===== src/rtl/pattern_pkg.sv =====
// Shared step-size definitions for the speed ramp controller and the pattern generators.
// Steps are UQ1.2 pixel units per frame, held in STEP_W bits.
package pattern_pkg;

    localparam int STEP_W         = 3;
    localparam int STEP_FRAC_BITS = 2;

    localparam logic [STEP_W-1:0] STEP_ZERO    = 3'd0;
    localparam logic [STEP_W-1:0] STEP_ONE     = 3'd1;
    localparam logic [STEP_W-1:0] STEP_DEFAULT = 3'd4;
    localparam logic [STEP_W-1:0] STEP_MIN     = 3'd1;
    localparam logic [STEP_W-1:0] STEP_MAX     = 3'd7;

    localparam int DEF_DEBOUNCE_FRAMES = 2;
    localparam int DEF_REPEAT_DELAY    = 30;
    localparam int DEF_REPEAT_RATE     = 8;

    typedef enum logic [1:0] {
        IDLE     = 2'd0,
        DEBOUNCE = 2'd1,
        HELD     = 2'd2,
        REPEAT   = 2'd3
    } btn_state_e;

    function automatic int max3(input int a, input int b, input int c);
        int m;
        m = a;
        if (b > m) m = b;
        if (c > m) m = c;
        return m;
    endfunction

    // Bounds are checked before the +/-1 so the 3-bit value never wraps.
    function automatic logic [STEP_W-1:0] sat_inc(input logic [STEP_W-1:0] v,
                                                  input logic [STEP_W-1:0] hi);
        return (v >= hi) ? hi : v + STEP_ONE;
    endfunction

    function automatic logic [STEP_W-1:0] sat_dec(input logic [STEP_W-1:0] v,
                                                  input logic [STEP_W-1:0] lo);
        return (v <= lo) ? lo : v - STEP_ONE;
    endfunction

    function automatic logic [STEP_W-1:0] step_toward(input logic [STEP_W-1:0] cur,
                                                      input logic [STEP_W-1:0] goal);
        if (cur < goal) return cur + STEP_ONE;
        if (cur > goal) return cur - STEP_ONE;
        return cur;
    endfunction

endpackage


===== src/rtl/speed_ramp_ctrl_button_conditioner.sv =====
// Push-button conditioner: 2-flop synchroniser, frame-rate debounce and auto-repeat.
// event_o pulses in the cycle of the next_frame that completes a debounce or repeat interval.
module button_conditioner
    import pattern_pkg::*;
#(
    parameter int DEBOUNCE_FRAMES = DEF_DEBOUNCE_FRAMES,
    parameter int REPEAT_DELAY    = DEF_REPEAT_DELAY,
    parameter int REPEAT_RATE     = DEF_REPEAT_RATE
) (
    input  logic clk,
    input  logic rst_n,
    input  logic btn_raw_i,
    input  logic next_frame_i,
    output logic event_o
);

    localparam int CNT_MAX = max3(DEBOUNCE_FRAMES, REPEAT_DELAY, REPEAT_RATE);
    localparam int CNT_W   = $clog2(CNT_MAX + 1);
    localparam logic [CNT_W-1:0] CNT_SAT = CNT_W'(CNT_MAX);

    logic             sync1_q;
    logic             sync2_q;
    btn_state_e       state_q;
    logic [CNT_W-1:0] cnt_q;
    logic [CNT_W-1:0] cnt_d;
    logic             db_tc;
    logic             dly_tc;
    logic             rate_tc;

    always_ff @(posedge clk or negedge rst_n) begin
        if (!rst_n) begin
            sync1_q <= 1'b0;
            sync2_q <= 1'b0;
        end else begin
            sync1_q <= btn_raw_i;
            sync2_q <= sync1_q;
        end
    end

    assign cnt_d   = (cnt_q == CNT_SAT) ? cnt_q : cnt_q + CNT_W'(1);
    assign db_tc   = (int'(cnt_q) + 1) == DEBOUNCE_FRAMES;
    assign dly_tc  = (int'(cnt_q) + 1) == REPEAT_DELAY;
    assign rate_tc = (int'(cnt_q) + 1) == REPEAT_RATE;

    // Release drops back to IDLE in any cycle; everything else advances only on next_frame.
    always_ff @(posedge clk or negedge rst_n) begin
        if (!rst_n) begin
            state_q <= IDLE;
            cnt_q   <= '0;
        end else begin
            case (state_q)
                IDLE: begin
                    if (next_frame_i && sync2_q) begin
                        state_q <= DEBOUNCE;
                        cnt_q   <= CNT_W'(1);
                    end
                end
                DEBOUNCE: begin
                    if (!sync2_q) begin
                        state_q <= IDLE;
                        cnt_q   <= '0;
                    end else if (next_frame_i) begin
                        if (db_tc) begin
                            state_q <= HELD;
                            cnt_q   <= '0;
                        end else begin
                            cnt_q <= cnt_d;
                        end
                    end
                end
                HELD: begin
                    if (!sync2_q) begin
                        state_q <= IDLE;
                        cnt_q   <= '0;
                    end else if (next_frame_i) begin
                        if (dly_tc) begin
                            state_q <= REPEAT;
                            cnt_q   <= '0;
                        end else begin
                            cnt_q <= cnt_d;
                        end
                    end
                end
                REPEAT: begin
                    if (!sync2_q) begin
                        state_q <= IDLE;
                        cnt_q   <= '0;
                    end else if (next_frame_i) begin
                        cnt_q <= rate_tc ? '0 : cnt_d;
                    end
                end
                default: begin
                    state_q <= IDLE;
                    cnt_q   <= '0;
                end
            endcase
        end
    end

    assign event_o = next_frame_i && sync2_q &&
                     (((state_q == DEBOUNCE) && db_tc) ||
                      ((state_q == HELD)     && dly_tc) ||
                      ((state_q == REPEAT)   && rate_tc));

endmodule


===== src/rtl/speed_ramp_ctrl.sv =====
// Speed ramp controller: turns up/down buttons and a pause switch into a step size that
// slews one LSB per frame toward the stored target (or toward zero while paused).
module speed_ramp_ctrl
    import pattern_pkg::*;
#(
    parameter int                DEBOUNCE_FRAMES = DEF_DEBOUNCE_FRAMES,
    parameter int                REPEAT_DELAY    = DEF_REPEAT_DELAY,
    parameter int                REPEAT_RATE     = DEF_REPEAT_RATE,
    parameter logic [STEP_W-1:0] DEFAULT_STEP    = STEP_DEFAULT,
    parameter logic [STEP_W-1:0] MIN_STEP        = STEP_MIN,
    parameter logic [STEP_W-1:0] MAX_STEP        = STEP_MAX
) (
    input  logic              clk,
    input  logic              rst_n,
    input  logic              next_frame,
    input  logic              btn_up,
    input  logic              btn_down,
    input  logic              pause,
    output logic [STEP_W-1:0] step_size,
    output logic              at_max,
    output logic              at_min
);

    logic              ev_up;
    logic              ev_dn;
    logic              pause_s1_q;
    logic              pause_s2_q;
    logic [STEP_W-1:0] target_q;
    logic [STEP_W-1:0] target_d;
    logic [STEP_W-1:0] step_q;
    logic [STEP_W-1:0] step_d;
    logic [STEP_W-1:0] goal;
    logic              at_max_q;
    logic              at_min_q;

    button_conditioner #(
        .DEBOUNCE_FRAMES (DEBOUNCE_FRAMES),
        .REPEAT_DELAY    (REPEAT_DELAY),
        .REPEAT_RATE     (REPEAT_RATE)
    ) u_btn_up (
        .clk          (clk),
        .rst_n        (rst_n),
        .btn_raw_i    (btn_up),
        .next_frame_i (next_frame),
        .event_o      (ev_up)
    );

    button_conditioner #(
        .DEBOUNCE_FRAMES (DEBOUNCE_FRAMES),
        .REPEAT_DELAY    (REPEAT_DELAY),
        .REPEAT_RATE     (REPEAT_RATE)
    ) u_btn_down (
        .clk          (clk),
        .rst_n        (rst_n),
        .btn_raw_i    (btn_down),
        .next_frame_i (next_frame),
        .event_o      (ev_dn)
    );

    // Simultaneous up and down events recall the default step.
    always_comb begin
        target_d = target_q;
        if (ev_up && ev_dn) begin
            target_d = DEFAULT_STEP;
        end else if (ev_up) begin
            target_d = sat_inc(target_q, MAX_STEP);
        end else if (ev_dn) begin
            target_d = sat_dec(target_q, MIN_STEP);
        end
    end

    // The ramp reads the pre-update target, so a new target shows up one frame later.
    assign goal   = pause_s2_q ? STEP_ZERO : target_q;
    assign step_d = next_frame ? step_toward(step_q, goal) : step_q;

    always_ff @(posedge clk or negedge rst_n) begin
        if (!rst_n) begin
            pause_s1_q <= 1'b0;
            pause_s2_q <= 1'b0;
            target_q   <= DEFAULT_STEP;
            step_q     <= STEP_ZERO;
            at_max_q   <= 1'b0;
            at_min_q   <= 1'b0;
        end else begin
            pause_s1_q <= pause;
            pause_s2_q <= pause_s1_q;
            target_q   <= target_d;
            step_q     <= step_d;
            at_max_q   <= (target_d == MAX_STEP);
            at_min_q   <= (target_d == MIN_STEP);
        end
    end

    assign step_size = step_q;
    assign at_max    = at_max_q;
    assign at_min    = at_min_q;

endmodule

===== config.mk =====
export PLATFORM = sky130hd
export DESIGN_NAME = speed_ramp_ctrl
export DESIGN_NICKNAME = d
export VERILOG_FILES = /design/src/rtl/pattern_pkg.sv /design/src/rtl/speed_ramp_ctrl_button_conditioner.sv /design/src/rtl/speed_ramp_ctrl.sv
export SDC_FILE = /design/constraint.sdc
export NUM_CORES = 1
export LEC_CHECK = 0
export ABC_AREA = 1
export BUFFER_PORTS_ARGS = -buffer_cell sky130_fd_sc_hd__buf_4
export CORE_ASPECT_RATIO = 0.9
export CORE_MARGIN = 10
export CORE_UTILIZATION = 55
export DETAILED_ROUTE_END_ITERATION = 7
export PLACE_DENSITY_LB_ADDON = 0.05
export SLEW_MARGIN = 10
export SYNTH_ARGS = -nofsm -noshare
export SYNTH_HDL_FRONTEND = slang
export SYNTH_HIERARCHICAL = 1
export SYNTH_SLANG_ARGS = --single-unit

===== constraint.sdc =====
create_clock -name clk -period 2.1 [get_ports clk]
set_clock_uncertainty 0.2 [all_clocks]
set_input_delay 0 -clock clk [delete_from_list [all_inputs] [get_ports clk]]
set_output_delay 0 -clock clk [all_outputs]
set_load 0.02 [all_outputs]

==> results of run 1 <==
-- flip-flops by register name, indices dropped and copies added, names as in the netlist --
signal / count
at_max: 1
u_btn_up/cnt_q: 5
target_q: 3
pause_s1_q: 1
u_btn_down/cnt_q: 5
u_btn_up/state_q: 2
u_btn_up/sync1_q: 1
at_min: 1
pause_s2_q: 1
u_btn_up/sync2_q: 1
step_size: 3
u_btn_down/state_q: 2
u_btn_down/sync2_q: 1
u_btn_down/sync1_q: 1
-- worst max-delay path: stages (launching register included) --
cell and delay, ns:
dfrtp_1 0.43, buf_6 0.14, inv_1 0.06, ha_2 0.20, inv_1 0.05, nor2_2 0.11, nand4_1 0.11, o211ai_1 0.13
nand2_1 0.09, inv_2 0.09, nand2_2 0.06, nor2_1 0.10, nand3_1 0.11, nand2_2 0.10, nand2_2 0.06, inv_2 0.05
nand2_1 0.06, nor2_2 0.07
-- per-stage QoR --
stage | instances | worst slack (ns)
floorplan | 295 | 0.00494
global placement | 364 | -0.142
detailed placement | 364 | -0.180
CTS | 377 | -0.0974
global route | 378 | -0.336
finish | 378 | -0.156
-- cell usage in the layout (no fill, tap or decap), drive strengths merged --
cell type,instances
dfstp,1
nand3,23
clkbuf,4
o21ai,14
dlygate4sd3,5
nor3,2
nor2,34
ha,15
o211ai,2
o21a,2
nand2,91
inv,55
and3,2
nand3b,1
dfrtp,27
buf,30
xor2,3
a21oi,12
nand4,9
-- cell families after synthesis --
logic type / count (synthesis) / share of synthesized area
buffers and inverters: 57 / 0.106
XOR/XNOR: 3 / 0.0122
AO/OA/AOI/OAI: 30 / 0.102
flip-flops: 28 / 0.326
adder cells (fa/ha/maj): 15 / 0.0872
AND/OR/NAND/NOR: 162 / 0.366
-- repair_timing --
| item | CTS | global route |
|---|---|---|
| hold endpoints to repair | 34 | 0 |
| buffers inserted | 3 | 1 |
| gates resized for setup | 8 | 19 |
| hold buffers | 6 | 0 |
| pin swaps | 7 | 18 |
| endpoints found under the setup margin | 5 | 5 |
-- per-layer routing --
metal | up-vias | GRT usage
met3 | 8 | 0.0316
li1 | 998 | -
met2 | 40 | 0.238
met5 | - | 0
met4 | 0 | 0.0313
met1 | 912 | 0.169
-- power by group through the flow --
| stage | sequential, mW | combinational, mW | clock [mW] |
|---|---|---|---|
| after floorplan | 0.927 | 1.13 | 0 |
| after CTS | 0.876 | 1.67 | 0.346 |
| final | 0.890 | 1.77 | 0.331 |
| after detailed placement | 0.879 | 1.62 | 0 |
| after global routing | 0.913 | 2.01 | 0.369 |
| after global placement | 0.877 | 1.59 | 0 |
-- worst max-delay path by stage --
stage,endpoint,slack (ns),cells after the start
final,at_max$_DFF_PN0_,-0.16,17
after CTS,at_max$_DFF_PN0_,-0.1,15
after global placement,at_max$_DFF_PN0_,-0.14,18
after floorplan,at_max$_DFF_PN0_,0.005,18
after global routing,at_max$_DFF_PN0_,-0.34,17
after detailed placement,at_max$_DFF_PN0_,-0.18,16
-- area by class of cell --
class,count,share of cell area
Clock buffer,4,0.0210
Inverter,55,0.0795
Multi-Input combinational cell,210,0.498
Sequential cell,28,0.268
Tap cell,46,0.0219
Timing Repair Buffer,35,0.112
==> results.cfg, run 1 <==
[outcome]
status = finished with violations
violations = setup timing

[critical_path]
worst_setup_path_end_kind = register
r2r_start = u_btn_down/cnt_q[1]$_DFFE_PN0P_
arrival_ns = 2.27
rr_worst_depth = 17
critPathKind = reg -> reg
reg2reg_to = at_max$_DFF_PN0_
start_kind = register
path_max_fanout = 5
startpoint = u_btn_down/cnt_q[1]$_DFFE_PN0P_
cp.required_ns = 2.12
reg2reg_slack_ns = -0.16

[routing]
routed_wl_mm = 4.80
firstDrtPassIters = 5
drtIter0Drc = 61
wl_per_cell_um = 12.7
dr_wl_met3_um = 200
vias = 1958
dr_wl_met2_mm = 2.32
vias_per_cell = 5.18
wl_met1_mm = 2.21
drtAntennaViolNets = 0
drc = 0
top_layer = met4

[yosys]
synth_edf_count = 0
ys_warn_count = 6
postSynthAreaPerCell_um2 = 7.30
ys_types = 26
ys.flop_type = dfrtp_1
yosys.area.top_type = dfrtp_1
async_reset_ff_frac = 1.00
synthMostInstantiatedCell = nand2_1
syn_area_um2 = 2150
synth_cells = 295
seq_area_frac_synth = 0.326
netlist_top_cells_count = nand2_1 (76), inv_1 (45), dfrtp_1 (27), nor2_1 (27), nand3_1 (17)
synth_fp_nets = 316
yosysTopAreaCellShare = 0.314
synth_seq_cells = 28
synth_area_leaders = dfrtp_1 (31%), nand2_1 (13%), ha_1 (8.7%)

[pwr]
power_frac_comb = 0.591
power_leakage_nw = 1.38
p_seq_frac = 0.298
p_total_mw = 2.99
power_density_nw_per_um2 = 1140
vdd_ir_drop_max_mv = 0.586
netSwitchingFraction = 0.469
p_int_mw = 1.59
switchingPower_mw = 1.40
power_frac_clock = 0.111

[grt]
grt_start_max_net_pins = 28
grt_first_pass_wirelength_mm = 7.96
gr-total-overflow = 0
antenna_found_initial = 0
grt_usage = 0.138
grt_pass1_vias = 1865

[timing]
setup_tns_ns = -0.521
setup_viol = 5
hold_slack_ns = 0.0514
slew_viol_final = 0
worst_slack_ns = -0.156
finalCriticalPeriod_ns = 2.26
fin_crit_sh = 1.07
rsz0062_at_grt = true
hold_violations = 0
slew_headroom = 0.763
tightest_slew_ns = 0.355
fmax_mhz = 443

[clock_tree]
cts.path.max_buffers = 2
htreeDepth = 1
numCtsBuffers = 3
clk_latency_ns = 0.27
path_clk_slew_ns = 0.10
cts.sinks = 28
cts-root-buf = clkbuf_8
cts_tree = built

[place]
dp_hpwl_mm = 3.33
gp_congestion = 0.856
io_buffers = 10
place_area_um2 = 2390

[die]
start_util = 0.573
dieArea_um2 = 6820
die_h_um = 79.4
die_w_um = 86.0
io-pin-count = 11
rows = 21
coreArea_um2 = 3760

[cells_and_area]
fin_area_um2 = 2630
fillCellCount = 312
multi_input_area_um2 = 1310
regArea_um2 = 703
final_nets = 354
drive_gt1_frac = 0.334
antenna-diode-count = 0
fin_util = 0.699
area_growth_pct = 22.0

[run]
maxCapViolations = 0

[min_path]
hold_class = in -> async
No activity file was read; power rests on OpenSTA's default activity.
==> run 2: changes to the inputs <==
CORE_ASPECT_RATIO = unset   (was 0.9)
==> results.cfg, run 2 (synthesis gave the netlist of run 1 again) <==
[routing]
drtIter0Drc = 63
wl_per_cell_um = 12.4
routed_wl_mm = 4.67
firstDrtPassIters = 4
drtAntennaViolNets = 0
vias_per_cell = 5.06
vias = 1907
drc = 0

[clock_tree]
clk_latency_ns = 0.27
cts.sinks = 28
path_clk_slew_ns = 0.10
cts_tree = built
numCtsBuffers = 3
htreeDepth = 1
cts.path.max_buffers = 2
cts-root-buf = clkbuf_8

[cells_and_area]
layout_common_cells = nand2_1 (66), inv_1 (40), nor2_1 (26), dfrtp_1 (26), buf_4 (22)
reg_top3 = u_btn_down/cnt_q: 5 flops, u_btn_up/cnt_q: 5 flops
finalNonFillerCells = 377
fillCellCount = 307
regArea_um2 = 703
area_growth_pct = 23.5
antenna-diode-count = 0
drive_gt1_frac = 0.334
fin_area_um2 = 2660
fin_util = 0.716
multi_input_area_um2 = 1340
final_common_cell = nand2_1
final_nets = 351

[critical_path]
arrival_ns = 2.22
critPathKind = reg -> reg
reg2reg_to = at_max$_DFF_PN0_
worst_setup_path_end_kind = register
path_max_fanout = 4
reg2reg_slack_ns = -0.1
rr_worst_depth = 15
r2r_start = u_btn_down/cnt_q[1]$_DFFE_PN0P_
startpoint = u_btn_down/cnt_q[1]$_DFFE_PN0P_
start_kind = register
cp.required_ns = 2.12

[timing]
tightest_slew_ns = 0.364
rsz0062_at_grt = true
fmax_mhz = 455
worst_slack_ns = -0.0990
slew_viol_final = 0
setup_tns_ns = -0.263
hold_slack_ns = 0.0378
hold_violations = 0
finalCriticalPeriod_ns = 2.20
setup_viol = 4
slew_headroom = 0.757
fin_crit_sh = 1.05

[die]
dieArea_um2 = 6820
start_util = 0.579
die_w_um = 82.6
rows = 22
coreArea_um2 = 3720
io-pin-count = 11
die_h_um = 82.6

[place]
io_buffers = 10
dp_hpwl_mm = 3.39
dp.cells = 363
place_area_um2 = 2370
gp_congestion = 0.854
preCtsSetupSlack_ns = -0.159

[outcome]
status = finished with violations
violations = setup timing

[grt]
gr-total-overflow = 0
grt_first_pass_wirelength_mm = 7.75
antenna_found_initial = 0
grt_pass1_vias = 1794
grt_start_max_net_pins = 28
grt_usage = 0.139

[pwr]
p_seq_frac = 0.287
netSwitchingFraction = 0.454
p_total_mw = 3.12
power_frac_clock = 0.138
p_int_mw = 1.70
power_frac_comb = 0.576
power_leakage_nw = 1.38
switchingPower_mw = 1.42
power_density_nw_per_um2 = 1170
vdd_ir_drop_max_mv = 0.701

[min_path]
hold_class = in -> async

[run]
maxCapViolations = 0
## run 2: final cells by class
type | instances | share of cell area
clock buffers | 3 | 0.0155
clock inverters | 1 | 0.0113
inverters | 55 | 0.0776
multi-input cells | 210 | 0.503
flip-flops and latches | 28 | 0.264
well taps | 48 | 0.0226
repair buffers | 32 | 0.105
## run 2: per-layer routing
metal	wire length (um)	GRT usage
met1	2190	0.175
met2	2310	0.243
met3	151	0.0292
met4	13	0.0234
met5	0	0
## run 2: power by group through the flow
stage | combinational [mW] | clock [mW] | sequential, mW
2_1_floorplan | 1.13 | 0 | 0.927
3_3_place_gp | 1.59 | 0 | 0.873
3_5_place_dp | 1.62 | 0 | 0.880
4_1_cts | 1.64 | 0.443 | 0.876
5_1_grt | 2.03 | 0.465 | 0.919
6_report | 1.80 | 0.430 | 0.894
## run 2: worst max-delay path by stage
stage                       endpoint  slack [ns]  depth (start not counted)
floorplan           at_max$_DFF_PN0_       0.005                         18
global placement    at_max$_DFF_PN0_       -0.11                         16
detailed placement  at_max$_DFF_PN0_       -0.16                         18
CTS                 at_max$_DFF_PN0_       -0.11                         18
global route        at_max$_DFF_PN0_       -0.24                         16
finish              at_max$_DFF_PN0_        -0.1                         15
## run 2: repair_timing
action,in CTS,in global routing
pin swaps,3,21
hold buffers,6,0
buffers inserted,0,4
endpoints found under the setup margin,5,5
hold endpoints to repair,34,0
gates resized for setup,4,30
## run 2: critical path, stage by stage, from the launching register on
cell and delay (ns):
dfrtp_1 0.43, buf_6 0.14, inv_1 0.05, ha_1 0.17, inv_1 0.06, nor2_2 0.12
nand4_1 0.10, o211ai_1 0.11, nand2_1 0.10, inv_2 0.10, inv_2 0.07, nor2_2 0.09
nand3_2 0.09, a21oi_2 0.17, nand2_1 0.08, nor2_2 0.07
==> run 3: changes to the inputs <==
SYNTH_HIERARCHICAL = unset   (was 1)
==> results.cfg, run 3 <==
[outcome]
status = finished, final reports clean

[timing]
hold_violations = 0
fmax_mhz = 485
rsz0062_at_grt = true
setup_viol = 0
fin_crit_sh = 0.982
slew_viol_final = 0
setup_tns_ns = 0
finalCriticalPeriod_ns = 2.06
tightest_slew_ns = 0.372
slew_headroom = 0.751
hold_slack_ns = 0.101

[cells_and_area]
layout_common_cells = nand2_1 (42), inv_1 (37), dfrtp_1 (26)
reg_top3 = u_btn_down.cnt_q: 5 flops, u_btn_up.cnt_q: 5 flops
antenna-diode-count = 0
area_growth_pct = 24.1
fin_area_um2 = 2390
final_nets = 311
drive_gt1_frac = 0.273
final_common_cell = nand2_1

[yosys]
synthMostInstantiatedCell = nand2_1
synth_edf_count = 0
ys_types = 25
async_reset_ff_frac = 1.00
ys.flop_type = dfrtp_1
yosys.area.top_type = dfrtp_1
synth_seq_cells = 28
synth_cells = 261
ys_warn_count = 0
synth_fp_nets = 282
seq_area_frac_synth = 0.365
syn_area_um2 = 1920
synth_area_leaders = dfrtp_1 (35%), nand2_1 (10%), ha_1 (9.8%)
yosysTopAreaCellShare = 0.351
netlist_top_cells_count = nand2_1 (53), inv_1 (41), nor2_1 (33)
postSynthAreaPerCell_um2 = 7.37

[critical_path]
worst_setup_path_end_kind = register
path_buf_inv = 2
crit_path_frequent_cell = nand2_2
arrival_ns = 2.11
cp.required_ns = 2.15
start_kind = register
critPathKind = reg -> reg
path_cells = ha_4 > inv_2 > nand2_2 > nand2_2 > nand2_2 > a21oi_2 > nand3_2 > nand3_4 > nand2_4 > nand2_2 > nand3_2 > nand2_2 > inv_2 > nand2_2 > nor2_1
cpPeakStageDelay_ns = 0.49
slowest_stage = dfrtp_2
path_max_fanout = 7
cpLargestDelayFamily = simple AND/OR/NAND/NOR gates

[grt]
gr-total-overflow = 0
grt_start_max_net_pins = 28
grt_usage = 0.127
grt_first_pass_wirelength_mm = 6.72
antenna_found_initial = 0
grt_pass1_vias = 1546

[place]
place_area_um2 = 2090
dp_hpwl_mm = 2.87
gp_congestion = 0.878
io_buffers = 10

[pwr]
p_int_mw = 1.57
power_leakage_nw = 1.22
switchingPower_mw = 1.28
power_frac_clock = 0.127
power_density_nw_per_um2 = 1200
p_seq_frac = 0.296
power_frac_comb = 0.577
netSwitchingFraction = 0.449
vdd_ir_drop_max_mv = 0.723

[clock_tree]
cts-root-buf = clkbuf_4
cts.sinks = 28
clk_latency_ns = 0.33
cts_tree = built
numCtsBuffers = 3
path_clk_slew_ns = 0.16
htreeDepth = 1
cts.path.max_buffers = 2

[routing]
drtIter0Drc = 100
drc = 0
vias_per_cell = 5.17
firstDrtPassIters = 4
wl_per_cell_um = 12.3
vias = 1733
drtAntennaViolNets = 0
routed_wl_mm = 4.13

[die]
rows = 21
io-pin-count = 11
start_util = 0.572
coreArea_um2 = 3360
die_h_um = 79.2
dieArea_um2 = 6260
die_w_um = 79.2

[run]
maxCapViolations = 0

[min_path]
hold_class = in -> reg
run 3: changes by cell type in the layout (fill, tap and decap cells not counted), moves of 5 or more:
cell	delta
nand3_1	+5
nand2_1	-24
buf_4	-5
o21ai_2	-7
o21ai_0	+8
nand2_2	-5
o22ai_1	+7
inv_2	-8
run 3: logic make-up after synthesis:
kind of cell	after synthesis	share of synthesized area
and+or+nand+nor	133	0.324
AOI/OAI and AO/OA	36	0.108
adders and majority gates	15	0.0975
xor gates and xnor gates	4	0.0182
buffers and inverters	45	0.0878
DFF	28	0.365
run 3: final cells by class:
cell class                 count  area (um2)
inverter                      44         165
multi-input combinational    188        1190
tap                           46        57.6
clock inverter                 1        30.0
clock buffer                   3        22.5
timing repair buffer          25         219
sequential                    28         703
fill                         281         976
run 3: layer usage:
layer	share of wire	GRT usage	vias up	routed length [um]
met5	0	0	-	0
met4	0.0051	0.0323	0	21
met3	0.038	0.0248	2	155
met2	0.50	0.212	33	2080
met1	0.45	0.163	799	1870
li1	-	-	899	-
run 3: through the flow:
stage               total power, mW  setup WS (ns)  utilization  instances
floorplan                      1.88          0.120            -        261
global placement               2.26          0.111        0.622        321
detailed placement             2.27         0.0483        0.622        321
CTS                            2.65         0.0437        0.661        332
global route                   3.13        -0.0899        0.710        335
finish                         2.85         0.0384        0.710        335
run 3: power groups by stage:
stage                     clock network [mW]  logic [mW]  registers [mW]
after floorplan                            0       0.996           0.884
after global placement                     0        1.42           0.833
after detailed placement                   0        1.44           0.833
after CTS                              0.369        1.46           0.822
after global routing                   0.386        1.88           0.870
final                                  0.362        1.65           0.844
run 3: repair_timing:
| item | CTS | global route |
|---|---|---|
| setup buffers | 0 | 3 |
| resized for setup | 0 | 43 |
| endpoints found under the hold margin | 37 | 0 |
| hold buffers | 7 | 0 |
| endpoints found under the setup margin | 0 | 13 |
run 3: path summary, 6_finish.rpt:
path,slack [ns],endpoint,cells after the start,start
max,0.04,at_min$_DFF_PN0_,15,u_btn_down.cnt_q[1]$_DFFE_PN0P_
min,0.10,pause_s1_q$_DFF_PN0_,2,pause
max reg2reg,0.04,at_min$_DFF_PN0_,15,u_btn_down.cnt_q[1]$_DFFE_PN0P_
min reg2reg,0.17,pause_s2_q$_DFF_PN0_,0,pause_s1_q$_DFF_PN0_
max in group asynchronous,1.04,u_btn_down.cnt_q[1]$_DFFE_PN0P_,4,rst_n
min in group asynchronous,0.50,u_btn_down.state_q[1]$_DFFE_PN0P_,4,rst_n
